--- src/rtl/alu_wb_master_pkg.sv ---
`default_nettype none
// ============================================================================
//  Module      : alu_wb_master_pkg
//  Description : Constants shared between the ALU slave and its Wishbone
//                initiator. These are the mode flag, the function-mode
//                selectors and the operand widths.
//  Revision    : 1.0 - initial release
// ============================================================================
package alu_wb_master_pkg;

  // Operand widths: A/B are multiplier inputs, C/P are accumulator width.
  localparam int ALU_AB_W = 18;
  localparam int ALU_C_W  = 48;

  // req_mode/alu_mode value that selects DSP mode. The other value selects
  // function mode, where the op field carries an ALU_FUNC_* selector.
  localparam logic ALU_MODE_DSP = 1'b1;

  localparam logic [7:0] ALU_FUNC_SIN          = 8'h01;
  localparam logic [7:0] ALU_FUNC_COS          = 8'h02;
  localparam logic [7:0] ALU_FUNC_INV_1_PLUS_X = 8'h03;

endpackage
`default_nettype wire

--- src/rtl/alu_wb_master.sv ---
`default_nettype none
// ============================================================================
//  Module      : alu_wb_master
//  Description : Wishbone initiator for the ALU slave. It takes one job at a
//                time over a valid/ready request channel and runs one
//                pipelined Wishbone cycle for that job. Mode, op and operands
//                are held for the whole cycle. The pl/pr results are captured
//                on ack and returned over a valid/ready response channel.
//  Options     : ALU_WB_MASTER_TIMEOUT_EN - when defined, a job whose ack does
//                not arrive within TIMEOUT_CYCLES after strobe acceptance is
//                aborted. It then completes with rsp_err = 1 and zero results.
//  Ports       : clk, reset_n (async, active low)
//                req_*  : job request channel (valid/ready + mode/op/operands)
//                rsp_*  : result channel (valid/ready + pl/pr/err)
//                alu_*  : Wishbone CYC/STB/STALL/ACK plus operand/result buses
//                busy   : a job is in flight (state != IDLE)
//  Revision    : 1.0 - initial release
// ============================================================================
module alu_wb_master
  import alu_wb_master_pkg::*;
#(
  parameter int TIMEOUT_CYCLES = 64
) (
  input  logic                clk,
  input  logic                reset_n,
  // Request channel
  input  logic                req_valid,
  output logic                req_ready,
  input  logic                req_mode,
  input  logic [7:0]          req_op,
  input  logic [ALU_AB_W-1:0] req_al,
  input  logic [ALU_AB_W-1:0] req_bl,
  input  logic [ALU_AB_W-1:0] req_ar,
  input  logic [ALU_AB_W-1:0] req_br,
  input  logic [ALU_C_W-1:0]  req_cl,
  input  logic [ALU_C_W-1:0]  req_cr,
  // Response channel
  output logic                rsp_valid,
  input  logic                rsp_ready,
  output logic [ALU_C_W-1:0]  rsp_pl,
  output logic [ALU_C_W-1:0]  rsp_pr,
  output logic                rsp_err,
  // Wishbone side
  output logic                alu_cycle,
  output logic                alu_strobe,
  input  logic                alu_stall,
  input  logic                alu_ack,
  output logic                alu_mode,
  output logic [7:0]          alu_op,
  output logic [ALU_AB_W-1:0] alu_al,
  output logic [ALU_AB_W-1:0] alu_bl,
  output logic [ALU_AB_W-1:0] alu_ar,
  output logic [ALU_AB_W-1:0] alu_br,
  output logic [ALU_C_W-1:0]  alu_cl,
  output logic [ALU_C_W-1:0]  alu_cr,
  input  logic [ALU_C_W-1:0]  alu_pl,
  input  logic [ALU_C_W-1:0]  alu_pr,
  // Status
  output logic                busy
);

  localparam logic [1:0] c_IDLE     = 2'd0;
  localparam logic [1:0] c_STROBE   = 2'd1;
  localparam logic [1:0] c_WAIT_ACK = 2'd2;
  localparam logic [1:0] c_RESP     = 2'd3;

  // The timeout counter is 8 bits wide, so the parameter must fit in it.
  if (TIMEOUT_CYCLES < 2 || TIMEOUT_CYCLES > 255) begin : g_bad_timeout
    $error("alu_wb_master: TIMEOUT_CYCLES must be within 2..255");
  end

  logic [1:0]          r_state;
  logic [1:0]          w_state_nxt;

  logic                r_req_ready;
  logic                r_rsp_valid;
  logic [ALU_C_W-1:0]  r_rsp_pl;
  logic [ALU_C_W-1:0]  r_rsp_pr;
  logic                r_alu_cycle;
  logic                r_alu_strobe;
  logic                r_alu_mode;
  logic [7:0]          r_alu_op;
  logic [ALU_AB_W-1:0] r_alu_al;
  logic [ALU_AB_W-1:0] r_alu_bl;
  logic [ALU_AB_W-1:0] r_alu_ar;
  logic [ALU_AB_W-1:0] r_alu_br;
  logic [ALU_C_W-1:0]  r_alu_cl;
  logic [ALU_C_W-1:0]  r_alu_cr;
  logic                r_busy;

  logic                w_req_ready_nxt;
  logic                w_rsp_valid_nxt;
  logic [ALU_C_W-1:0]  w_rsp_pl_nxt;
  logic [ALU_C_W-1:0]  w_rsp_pr_nxt;
  logic                w_alu_cycle_nxt;
  logic                w_alu_strobe_nxt;
  logic                w_busy_nxt;

  logic                w_accept;
  logic                w_strobe_taken;
  logic                w_ack_take;
  logic                w_timeout;

  // A job is taken only when the registered ready is up. This keeps the
  // handshake honest in the first cycle after reset, while ready is still 0.
  assign w_accept       = (r_state == c_IDLE) && r_req_ready && req_valid;
  assign w_strobe_taken = (r_state == c_STROBE) && !alu_stall;
  // The slave may ack in the same cycle it accepts the strobe.
  assign w_ack_take     = alu_ack && (w_strobe_taken || (r_state == c_WAIT_ACK));

`ifdef ALU_WB_MASTER_TIMEOUT_EN
  localparam logic [7:0] c_TIMEOUT_LAST = 8'(TIMEOUT_CYCLES - 1);

  logic       r_rsp_err;
  logic       w_rsp_err_nxt;
  logic [7:0] r_cnt;

  always_ff @(posedge clk or negedge reset_n) begin
    if (!reset_n) begin
      r_cnt <= 8'd0;
    end else if (w_strobe_taken) begin
      r_cnt <= 8'd0;
    end else if (r_state == c_WAIT_ACK) begin
      r_cnt <= r_cnt + 8'd1;
    end
  end

  // An ack in the last allowed cycle wins over the timeout.
  assign w_timeout = (r_state == c_WAIT_ACK) && !alu_ack && (r_cnt == c_TIMEOUT_LAST);

  always_comb begin
    w_rsp_err_nxt = r_rsp_err;
    if (w_ack_take) begin
      w_rsp_err_nxt = 1'b0;
    end else if (w_timeout) begin
      w_rsp_err_nxt = 1'b1;
    end
  end

  always_ff @(posedge clk or negedge reset_n) begin
    if (!reset_n) begin
      r_rsp_err <= 1'b0;
    end else begin
      r_rsp_err <= w_rsp_err_nxt;
    end
  end

  assign rsp_err = r_rsp_err;
`else
  assign w_timeout = 1'b0;
  assign rsp_err   = 1'b0;
`endif

  // State register
  always_ff @(posedge clk or negedge reset_n) begin
    if (!reset_n) begin
      r_state <= c_IDLE;
    end else begin
      r_state <= w_state_nxt;
    end
  end

  // Next-state logic
  always_comb begin
    w_state_nxt = r_state;
    case (r_state)
      c_IDLE: begin
        if (w_accept) begin
          w_state_nxt = c_STROBE;
        end
      end
      c_STROBE: begin
        if (w_strobe_taken) begin
          w_state_nxt = alu_ack ? c_RESP : c_WAIT_ACK;
        end
      end
      c_WAIT_ACK: begin
        if (alu_ack || w_timeout) begin
          w_state_nxt = c_RESP;
        end
      end
      c_RESP: begin
        if (rsp_ready) begin
          w_state_nxt = c_IDLE;
        end
      end
      default: w_state_nxt = c_IDLE;
    endcase
  end

  // Output logic. Every output is registered, so these are next-values
  // decoded from the state being entered.
  always_comb begin
    w_req_ready_nxt  = (w_state_nxt == c_IDLE);
    w_rsp_valid_nxt  = (w_state_nxt == c_RESP);
    w_alu_cycle_nxt  = (w_state_nxt == c_STROBE) || (w_state_nxt == c_WAIT_ACK);
    w_alu_strobe_nxt = (w_state_nxt == c_STROBE);
    w_busy_nxt       = (w_state_nxt != c_IDLE);
    w_rsp_pl_nxt     = r_rsp_pl;
    w_rsp_pr_nxt     = r_rsp_pr;
    if (w_ack_take) begin
      w_rsp_pl_nxt = alu_pl;
      w_rsp_pr_nxt = alu_pr;
    end else if (w_timeout) begin
      w_rsp_pl_nxt = '0;
      w_rsp_pr_nxt = '0;
    end
  end

  always_ff @(posedge clk or negedge reset_n) begin
    if (!reset_n) begin
      r_req_ready  <= 1'b0;
      r_rsp_valid  <= 1'b0;
      r_rsp_pl     <= '0;
      r_rsp_pr     <= '0;
      r_alu_cycle  <= 1'b0;
      r_alu_strobe <= 1'b0;
      r_alu_mode   <= 1'b0;
      r_alu_op     <= 8'd0;
      r_alu_al     <= '0;
      r_alu_bl     <= '0;
      r_alu_ar     <= '0;
      r_alu_br     <= '0;
      r_alu_cl     <= '0;
      r_alu_cr     <= '0;
      r_busy       <= 1'b0;
    end else begin
      r_req_ready  <= w_req_ready_nxt;
      r_rsp_valid  <= w_rsp_valid_nxt;
      r_rsp_pl     <= w_rsp_pl_nxt;
      r_rsp_pr     <= w_rsp_pr_nxt;
      r_alu_cycle  <= w_alu_cycle_nxt;
      r_alu_strobe <= w_alu_strobe_nxt;
      r_busy       <= w_busy_nxt;
      // Mode/op/operands load only on acceptance. They stay frozen until the
      // next job, because slave function-mode routing depends on them for
      // the whole bus cycle.
      if (w_accept) begin
        r_alu_mode <= req_mode;
        r_alu_op   <= req_op;
        r_alu_al   <= req_al;
        r_alu_bl   <= req_bl;
        r_alu_ar   <= req_ar;
        r_alu_br   <= req_br;
        r_alu_cl   <= req_cl;
        r_alu_cr   <= req_cr;
      end
    end
  end

  assign req_ready  = r_req_ready;
  assign rsp_valid  = r_rsp_valid;
  assign rsp_pl     = r_rsp_pl;
  assign rsp_pr     = r_rsp_pr;
  assign alu_cycle  = r_alu_cycle;
  assign alu_strobe = r_alu_strobe;
  assign alu_mode   = r_alu_mode;
  assign alu_op     = r_alu_op;
  assign alu_al     = r_alu_al;
  assign alu_bl     = r_alu_bl;
  assign alu_ar     = r_alu_ar;
  assign alu_br     = r_alu_br;
  assign alu_cl     = r_alu_cl;
  assign alu_cr     = r_alu_cr;
  assign busy       = r_busy;

endmodule
`default_nettype wire

--- config.mk ---
export PLATFORM = sky130hd
export DESIGN_NAME = alu_wb_master
export DESIGN_NICKNAME = d
export VERILOG_FILES = /design/src/rtl/alu_wb_master_pkg.sv /design/src/rtl/alu_wb_master.sv
export SDC_FILE = /design/constraint.sdc
export NUM_CORES = 1
export LEC_CHECK = 0
export ABC_CLOCK_PERIOD_IN_PS = 1700
export BUFFER_PORTS_ARGS = -buffer_cell sky130_fd_sc_hd__buf_2
export CORE_AREA = 2 2 217 219
export CTS_CLUSTER_SIZE = 40
export DETAILED_ROUTE_END_ITERATION = 7
export DIE_AREA = 0 0 219 221
export GPL_ROUTABILITY_DRIVEN = 0
export GPL_TIMING_DRIVEN = 0
export SLEW_MARGIN = 0
export SYNTH_ARGS = -nofsm -noshare
export SYNTH_HDL_FRONTEND = slang
export SYNTH_SLANG_ARGS = --single-unit
export TNS_END_PERCENT = 50
--- constraint.sdc ---
create_clock -name clk -period 1.7 [get_ports clk]
set_input_delay 0.425 -clock clk [delete_from_list [all_inputs] [get_ports clk]]
set_output_delay 0.425 -clock clk [all_outputs]
set_load 0.02 [all_outputs]
==> flow_summary.toml, run 1 <==
[run_status]
status = "complete, but fails checks"
violations = "setup timing"

[yosys]
yosys_warnings = 0
synthAdderAreaFrac_pct = 0.410
ys_ff_latch = 280
yosys.area_share.simple_pct = 3.34
synth_common_cells = "dfrtp_1 (280), mux2_1 (108)"
syn_nets = 1240
ys.flop_type = "dfrtp_1"
synth_cell_type_count = 27
synth_compound_area_share_pct = 18.0
ys_top_cells_by_area = "dfrtp_1 (57%), mux2_1 (10%), o32ai_1 (6.9%)"
syn_avg_cell_area_sq_um = 12.7
synth_mux_area_share_pct = 16.3
synth_largest_area_cell = "dfrtp_1"
yosysMostFrequentCell = "dfrtp_1"
synth_area_sq_um = 12200
synth_xor_area_share_pct = 0
synth-edff-count = 0
netlist.area_leader.share_pct = 57.4
syn_inst = 957
synth_top_family_by_area = "compound AO/OA/AOI/OAI gates"
ys_seq_area_share_pct = 57.4
synthArstFlopShare_pct = 100

[clock_network]
cts_tree = "yes"
clk_path_buf_depth = 3
h-tree-depth = 2
cts_made_buffers = 34
cts_root_buf = "clkbuf_16"
clk-insertion-delay-late_ns = 0.52
cts.sinks = 280
clkTransAtPathRegs_ns = 0.06

[route]
drt_iter0_drc = 719
wl_met1_mm = 19.2
first_pass_iters = 5
met2WireLength_mm = 23.7
vias = 11252
drt_drc_violations_left = 0
postRouteAntennaNets = 0
wl_mm = 47.7
dr_wl_met3_mm = 3.54
via_per_inst = 5.09
route.detailed.wl_per_inst_um = 21.6
dr.max_layer_used = "met5"

[job]
cap_violations = 0

[worst_setup_path]
crit_required_ns = 2.09
path_max_fanout = 6
start_kind = "flip-flop"
critPathCaptureType = "flip-flop"
cpMaxStageDelayCell = "dfrtp_2"
cp.arrival_ns = 2.21
slowest_delay_ns = 0.44
path_class = "reg2reg"
crit_chain = "nor4bb_1 -> buf_4 -> buf_12 -> buf_12 -> clkbuf_16 -> mux2_4"
cp_common_cell = "buf_12"

[global_routing]
grt_use_total_pct = 18.4
grt_pass1_wl_mm = 69.1
grt_remaining_overflow = 0
grt_antenna_before_repair = 9
grt_pass1_vias = 11377
grt_max_degree = 122

[timing]
fmax_ghz = 0.550
slew_viol_final = 0
fin_crit_sh_pct = 107
min_period_ns = 1.82
setup_tns_ns = -12.36
setup_viol = 164
tightest_slew_ns = 0.768
final.setup.worst_slack_ns = -0.118
final_hold_viol_count = 0
relSlewSlack_pct = 48.8
rsz0062_at_grt = "true"
skew_ns = 0.0152

[die]
initial_core_util_pct = 26.5
die_area_sq_um = 48400
dieHeight_um = 221
die_x_um = 219
boundaryPins = 558
rows = 79
core_area_sq_um = 46100

[cells_and_area]
nets = 1858
drive_gt1_share_pct = 61.6
fin_util_pct = 41.7
syn2layout_area_growth_pct = 57.5

[place]
io_buffers = 555
dp_slack_ns = -0.802
dpl.hpwl_mm = 32.5

[min_path]
min_path_type = "in2reg"

[pwr]
power_density_nw_per_um2 = 2160
leakage_nw = 8.87
ir_drop_mv = 1.09
-- critical path: cells and delay by family (launching register included) --
family | cells | cell delay [ns]
buffers and inverters | 4 | 0.66
flip-flops | 1 | 0.44
multiplexers | 1 | 0.30
AND/OR/NAND/NOR | 1 | 0.28
-- final timing paths --
path	slack, ns	depth (start not counted)	start	endpoint
hold / removal	0.13	2	req_op[5]	alu_op[5]$_DFFE_PN0P_
hold reg to reg	0.50	1	alu_op[5]$_DFFE_PN0P_	alu_op[5]$_DFFE_PN0P_
setup reg to reg	-0.12	6	r_state[1]$_DFF_PN0_	alu_ar[6]$_DFFE_PN0P_
max in group asynchronous	0.19	3	reset_n	alu_cr[23]$_DFFE_PN0P_
min in group asynchronous	0.50	2	reset_n	alu_bl[11]$_DFFE_PN0P_
setup / recovery	-0.12	6	r_state[1]$_DFF_PN0_	alu_ar[6]$_DFFE_PN0P_
-- where the power goes --
part | switching [W] | total [W] | internal (W)
clock network | 0.00286 | 0.00753 | 0.00467
registers | 0.00266 | 0.0128 | 0.0101
logic | 0.0115 | 0.0212 | 0.00963
-- routing by layer --
layer	track usage (%)	up-vias
met4	5.49	8
met1	22.4	5693
met5	0	-
met2	31.2	482
li1	-	4973
met3	5.29	96
-- repair_timing --
| item | CTS | global route |
|---|---|---|
| gates resized for setup | 324 | 133 |
| cloned | 4 | 7 |
| pin swaps | 33 | 12 |
| endpoints found under the setup margin | 280 | 399 |
| hold buffers | 1 | 0 |
| hold endpoints to repair | 94 | 0 |
| buffers inserted | 15 | 1 |
-- per-stage QoR --
| stage | std cells | total power, W | hold slack, ns | instance area (sq um) |
|---|---|---|---|---|
| after floorplan | 957 | 0.0228 | 0.129 | 12200 |
| after global placement | 2119 | 0.0290 | 0.462 | 15700 |
| after detailed placement | 2121 | 0.0295 | 0.469 | 15800 |
| after CTS | 2199 | 0.0405 | 0.0815 | 18600 |
| after global routing | 2209 | 0.0436 | 0.100 | 19200 |
| final | 2209 | 0.0415 | 0.126 | 19200 |
-- registers in the layout, indices dropped and copies added (netlist names), 2 cells and up --
signal and cells:
rsp_pr 48, alu_bl 18, alu_cl 48, alu_ar 18, alu_cr 48, alu_al 18, alu_br 18, rsp_pl 48
r_state 2, alu_op 8
-- cells by family (layout without fill, tap and decap cells) --
family                   after synthesis  in the layout
AO/OA/AOI/OAI                        293            293
flip-flops                           280            280
multiplexers                         177            177
AND/OR/NAND/NOR                      103            103
buffers and inverters                 99            740
adder cells (fa/ha/maj)                4              4
other                                  1              5
-- cells in the final DEF, fill, tap and decap left out, types with 26 or more instances in the layout --
cell	count
o22ai_2	52
buf_12	26
dfrtp_1	278
nor2_1	96
o32ai_1	85
buf_2	559
a211oi_1	75
clkbuf_1	33
clkbuf_16	44
o22ai_1	32
mux2_4	158
-- area by class of cell --
class	count	area [sq um]
timing repair buffer	584	3330
fill	4350	26800
buffer	94	968
antenna	4	10.0
multi-input combinational	578	5970
clock buffer	52	1040
inverter	3	11.3
tap	607	759
sequential	280	7010
clock inverter	7	113
No activity file was read; power rests on OpenSTA's default activity.
==> run 2, diff against run 1 <==
PLACE_DENSITY = 0.63   (was not set)
==> run 2 against run 1 <==
The flow still finishes with violations (setup timing). Count of clock-buffer cells in the layout decreased by 9. Wire length increased by 0.35%. Maximum frequency about the same. Register-to-register slack about the same. Critical path depth unchanged. Flip-flop and latch count unchanged. Cell count decreased by 0.23%. Die area unchanged. Worst hold slack got worse by 0.058 ns. Sequential share of layout area decreased by 0.088 points. Critical path type unchanged. Largest cell class unchanged. Highest routed layer unchanged.
==> flow_summary.toml, run 2 (synthesis gave the netlist of run 1 again) <==
[run_status]
status = "complete, but fails checks"
violations = "setup timing"

[pwr]
p_comb_share_pct = 52.9
pwr-share-seq_pct = 31.9
leakage_nw = 8.74
p_sw_share_pct = 42.5
clockPowerShare_pct = 15.2
p_switching_w = 0.0173
p_int_w = 0.0233
power_density_nw_per_um2 = 2100
ir_drop_mv = 1.11

[global_routing]
grt_pass1_wl_mm = 67.8
grt_antenna_before_repair = 12
grt_max_degree = 123
grt_remaining_overflow = 0
grt_use_total_pct = 17.8
grt_pass1_vias = 11430

[worst_setup_path]
path_class = "reg2reg"
r2r_setup_slack_ns = -0.12
start_kind = "flip-flop"
critPathCaptureType = "flip-flop"
rr_worst_depth = 6
cp.arrival_ns = 2.25
worstReg2RegEnd = "alu_bl[7]$_DFFE_PN0P_"
reg2reg_from = "r_state[1]$_DFF_PN0_"
crit_required_ns = 2.14
path_max_fanout = 10

[clock_network]
h-tree-depth = 1
cts_tree = "yes"
cts_made_buffers = 30
clk-insertion-delay-late_ns = 0.58
clkTransAtPathRegs_ns = 0.06
clk_path_buf_depth = 3
cts.sinks = 280
cts_root_buf = "clkbuf_16"

[min_path]
min_path_type = "in2reg"
holdCritStartpoint = "req_op[2]"
hold_path_end = "alu_op[2]$_DFFE_PN0P_"
hold_depth = 2

[cells_and_area]
syn2layout_area_growth_pct = 58.2
nets = 1858
drive_gt1_share_pct = 65.2
mostFrequentLayoutCells = "buf_2 (557), dfrtp_1 (266), mux2_4 (108), nor2_1 (96), o32ai_1 (89)"
final_common_cell = "buf_2"
stdcell_count = 2204
multi_input_area_sq_um = 6250
seqCellArea_sq_um = 7020
num-fill-cells = 4326

[route]
postRouteAntennaNets = 0
vias = 11262
drt_drc_violations_left = 0
route.detailed.wl_per_inst_um = 21.7
wl_mm = 47.9
first_pass_iters = 5
drt_iter0_drc = 636
via_per_inst = 5.11

[die]
core_area_sq_um = 46100
rows = 79
dieHeight_um = 221
boundaryPins = 558
initial_core_util_pct = 26.5
die_area_sq_um = 48400
die_x_um = 219

[timing]
fin_crit_sh_pct = 107
relSlewSlack_pct = 54.2
final.setup.worst_slack_ns = -0.117
skew_ns = 0.0218
fmax_ghz = 0.550
final_hold_viol_count = 0
min_period_ns = 1.82
tightest_slew_ns = 0.687
slew_viol_final = 0
setup_viol = 242
rsz0062_at_grt = "true"

[place]
place_inst = 2121
dp_slack_ns = -0.888
io_buffers = 555
dpl.hpwl_mm = 32.3

[job]
cap_violations = 0
==> run 2: cell types whose count changed in the layout (fill, tap and decap cells not counted), sizes merged <==
cell      change
clkbuf        +8
diode         +3
buf          -13
bufinv        -3
clkinvlp      +1
clkinv        -1
==> run 2: power groups by stage <==
stage | clock (W) | sequential [W] | combinational, W
detailed placement | 0 | 0.0124 | 0.0171
floorplan | 0 | 0.0164 | 0.00647
finish | 0.00617 | 0.0130 | 0.0215
global placement | 0 | 0.0122 | 0.0167
CTS | 0.00634 | 0.0126 | 0.0194
global route | 0.00660 | 0.0134 | 0.0228
==> run 2: worst max-delay path by stage <==
stage	from	end	slack, ns
2_1_floorplan	r_state[1]$_DFF_PN0_	alu_cycle$_DFF_PN0_	0.02
3_3_place_gp	reset_n	alu_al[17]$_DFFE_PN0P_	-5.12
3_5_place_dp	alu_stall	alu_cycle$_DFF_PN0_	-0.89
4_1_cts	r_state[1]$_DFF_PN0_	alu_cl[33]$_DFFE_PN0P_	-0.15
5_1_grt	r_state[1]$_DFF_PN0_	alu_bl[7]$_DFFE_PN0P_	-0.18
6_report	r_state[1]$_DFF_PN0_	alu_bl[7]$_DFFE_PN0P_	-0.12
==> run 2: repair_timing <==
item | CTS | global route
cloned | 4 | 13
hold buffers | 1 | 0
hold endpoints to repair | 53 | 0
buffers inserted | 14 | 1
setup endpoints to repair | 280 | 281
resized for setup | 244 | 226
pin swaps | 27 | 71
==> run 2: stage by stage <==
step	area, sq um	total power, W	utilization [%]	hold slack [ns]	TNS (ns)
floorplan	12200	0.0228	-	0.129	0
global placement	15700	0.0289	34.2	0.463	-1509.94
detailed placement	15800	0.0295	34.3	0.382	-95.10
CTS	18000	0.0383	39.1	0.0346	-13.91
global route	19300	0.0428	41.9	0.0586	-28.44
finish	19300	0.0406	41.9	0.0675	-11.44
==> run 2: final cells by class <==
cell class              count  share of cell area (%)
repair buffers            589                    18.0
clock inverters             4                   0.188
multi-input cells         578                    32.4
flip-flops and latches    280                    36.4
plain buffers              93                    4.53
inverters                   3                  0.0583
diodes                      7                  0.0907
clock buffers              43                    4.45
well taps                 607                    3.93
==> run 2: critical path: stages, from the launching register on <==
cell and delay, ns:
dfrtp_2 0.43, nor4bb_1 0.27, buf_4 0.18, buf_12 0.13, buf_12 0.17, buf_12 0.15, mux2_1 0.32
==> run 2: metal layers <==
| layer | vias to the layer above | GRT usage [%] | part of all wire [%] |
|---|---|---|---|
| li1 | 4970 | - | - |
| met5 | - | 0 | 0.11 |
| met3 | 104 | 4.15 | 7.1 |
| met2 | 503 | 30.5 | 50 |
| met4 | 8 | 7.02 | 3.5 |
| met1 | 5677 | 21.6 | 40 |
==> run 3, diff against run 2 <==
CTS_BUF_LIST = sky130_fd_sc_hd__clkbuf_8   (was not set)
SETUP_SLACK_MARGIN = 0.15   (was not set)
==> run 3 against run 2 <==
The run still ends with setup timing left. Sequential share of layout area fell by 3.6 points. Register-to-register slack got worse by 0.02 ns. Critical path depth rose by 2. Highest routed layer unchanged.
==> flow_summary.toml, run 3 (synthesis gave the netlist of run 1 again) <==
[route]
drt_iter0_drc = 621
vias = 12387
via_per_inst = 5.11
first_pass_iters = 5
wl_mm = 52.2
route.detailed.wl_per_inst_um = 21.5
drt_drc_violations_left = 0
postRouteAntennaNets = 0

[pwr]
report.power.total_w = 0.0430
power_density_nw_per_um2 = 2000
leakage_nw = 9.70
ir_drop_mv = 1.27

[clock_network]
clk_path_buf_depth = 3
cts_made_buffers = 49
cts.sinks = 280
cts_tree = "yes"
clkTransAtPathRegs_ns = 0.06
cts_root_buf = "clkbuf_8"
clk-insertion-delay-late_ns = 0.61
h-tree-depth = 2

[timing]
fin_crit_sh_pct = 108
min_period_ns = 1.83
relSlewSlack_pct = 50.2
setup_viol = 260
slew_viol_final = 0
tightest_slew_ns = 0.746
fmax_ghz = 0.545
final.setup.worst_slack_ns = -0.134
final_hold_viol_count = 0
rsz0062_at_grt = "true"
skew_ns = 0.0220

[die]
boundaryPins = 558
dieHeight_um = 221
rows = 79
initial_core_util_pct = 26.5
core_area_sq_um = 46100
die_area_sq_um = 48400
die_x_um = 219

[place]
io_buffers = 555
dpl.hpwl_mm = 33.0
placed_cell_area_sq_um = 15900
place_inst = 2121
dp_slack_ns = -0.819

[min_path]
min_path_type = "in2reg"

[cells_and_area]
fin_util_pct = 46.6
final_common_cell = "buf_2"
syn2layout_area_growth_pct = 76.0
num-fill-cells = 4003
mostFrequentLayoutCells = "buf_2 (530), dfrtp_1 (254), dlygate4sd3_1 (133), nor2_1 (96), mux2_4 (87)"
nets = 2058
final_cell_area_sq_um = 21500
drive_gt1_share_pct = 62.5
stdcell_count = 2425

[worst_setup_path]
critPathCaptureType = "flip-flop"
start_kind = "flip-flop"
crit_required_ns = 2.16
path_class = "reg2reg"
cp.arrival_ns = 2.29
path_max_fanout = 7

[global_routing]
grt_use_total_pct = 19.4
grt_pass1_vias = 12572
grt_max_degree = 118
grt_remaining_overflow = 0
grt_pass1_wl_mm = 73.5
grt_antenna_before_repair = 14

[run_status]
violations = "setup timing"
status = "complete, but fails checks"

[job]
cap_violations = 0
[run 3: stage by stage]
stage | TNS, ns | hold WS (ns)
after floorplan | 0 | 0.129
after global placement | -1494.19 | 0.462
after detailed placement | -106.14 | 0.385
after CTS | -16.43 | 0.000175
after global routing | -36.25 | 0.00460
final | -13.09 | 0.0532
[run 3: path summary, 6_finish.rpt]
path                            slack (ns)                endpoint  depth (start not counted)                   from
max in group asynchronous             0.30  rsp_pr[28]$_DFFE_PN0P_                          3                reset_n
worst max-delay path                 -0.13  rsp_pr[33]$_DFFE_PN0P_                          8   r_state[1]$_DFF_PN0_
worst min register to register        0.48   alu_bl[9]$_DFFE_PN0P_                          1  alu_bl[9]$_DFFE_PN0P_
worst max register to register       -0.13  rsp_pr[33]$_DFFE_PN0P_                          8   r_state[1]$_DFF_PN0_
min in group asynchronous             0.35   alu_bl[5]$_DFFE_PN0P_                          2                reset_n
worst min-delay path                  0.05   alu_bl[9]$_DFFE_PN0P_                          2              req_bl[9]
[run 3: critical path, stage by stage (launching register included)]
cell      delay [ns]
dfrtp_2         0.44
buf_6           0.13
or3b_4          0.37
buf_12          0.17
buf_6           0.11
buf_6           0.12
buf_16          0.14
o22ai_4         0.10
a211oi_2        0.09
[run 3: metal layers]
metal / vias to the layer above / GRT usage [%] / wire length [um]
li1: 5386 / - / -
met1: 6173 / 21.2 / 19300
met2: 658 / 34.4 / 26300
met3: 158 / 5.79 / 4190
met4: 12 / 8.98 / 2390
met5: - / 0 / 79
[run 3: power by group]
group / internal, W / switching [W]
logic: 0.0110 / 0.0123
clock network: 0.00356 / 0.00298
registers: 0.0102 / 0.00297
total: 0.0247 / 0.0183
[run 3: timing repair]
item,4_1_cts,5_1_grt
pin swaps,60,81
hold buffers,133,0
gates cloned,7,11
setup endpoints to repair,558,558
resized for setup,230,329
setup buffers,16,43
hold endpoints to repair,186,0
[run 3: cell type report]
| type | count | area, sq um | area share [%] |
|---|---|---|---|
| Inverter | 3 | 11.3 | 0.0525 |
| Multi-Input combinational cell | 578 | 6360 | 29.6 |
| Buffer | 96 | 945 | 4.40 |
| Clock inverter | 21 | 124 | 0.577 |
| Antenna cell | 8 | 20.0 | 0.0933 |
| Clock buffer | 65 | 895 | 4.17 |
| Sequential cell | 280 | 7040 | 32.8 |
| Timing Repair Buffer | 767 | 5310 | 24.7 |
| Tap cell | 607 | 759 | 3.54 |
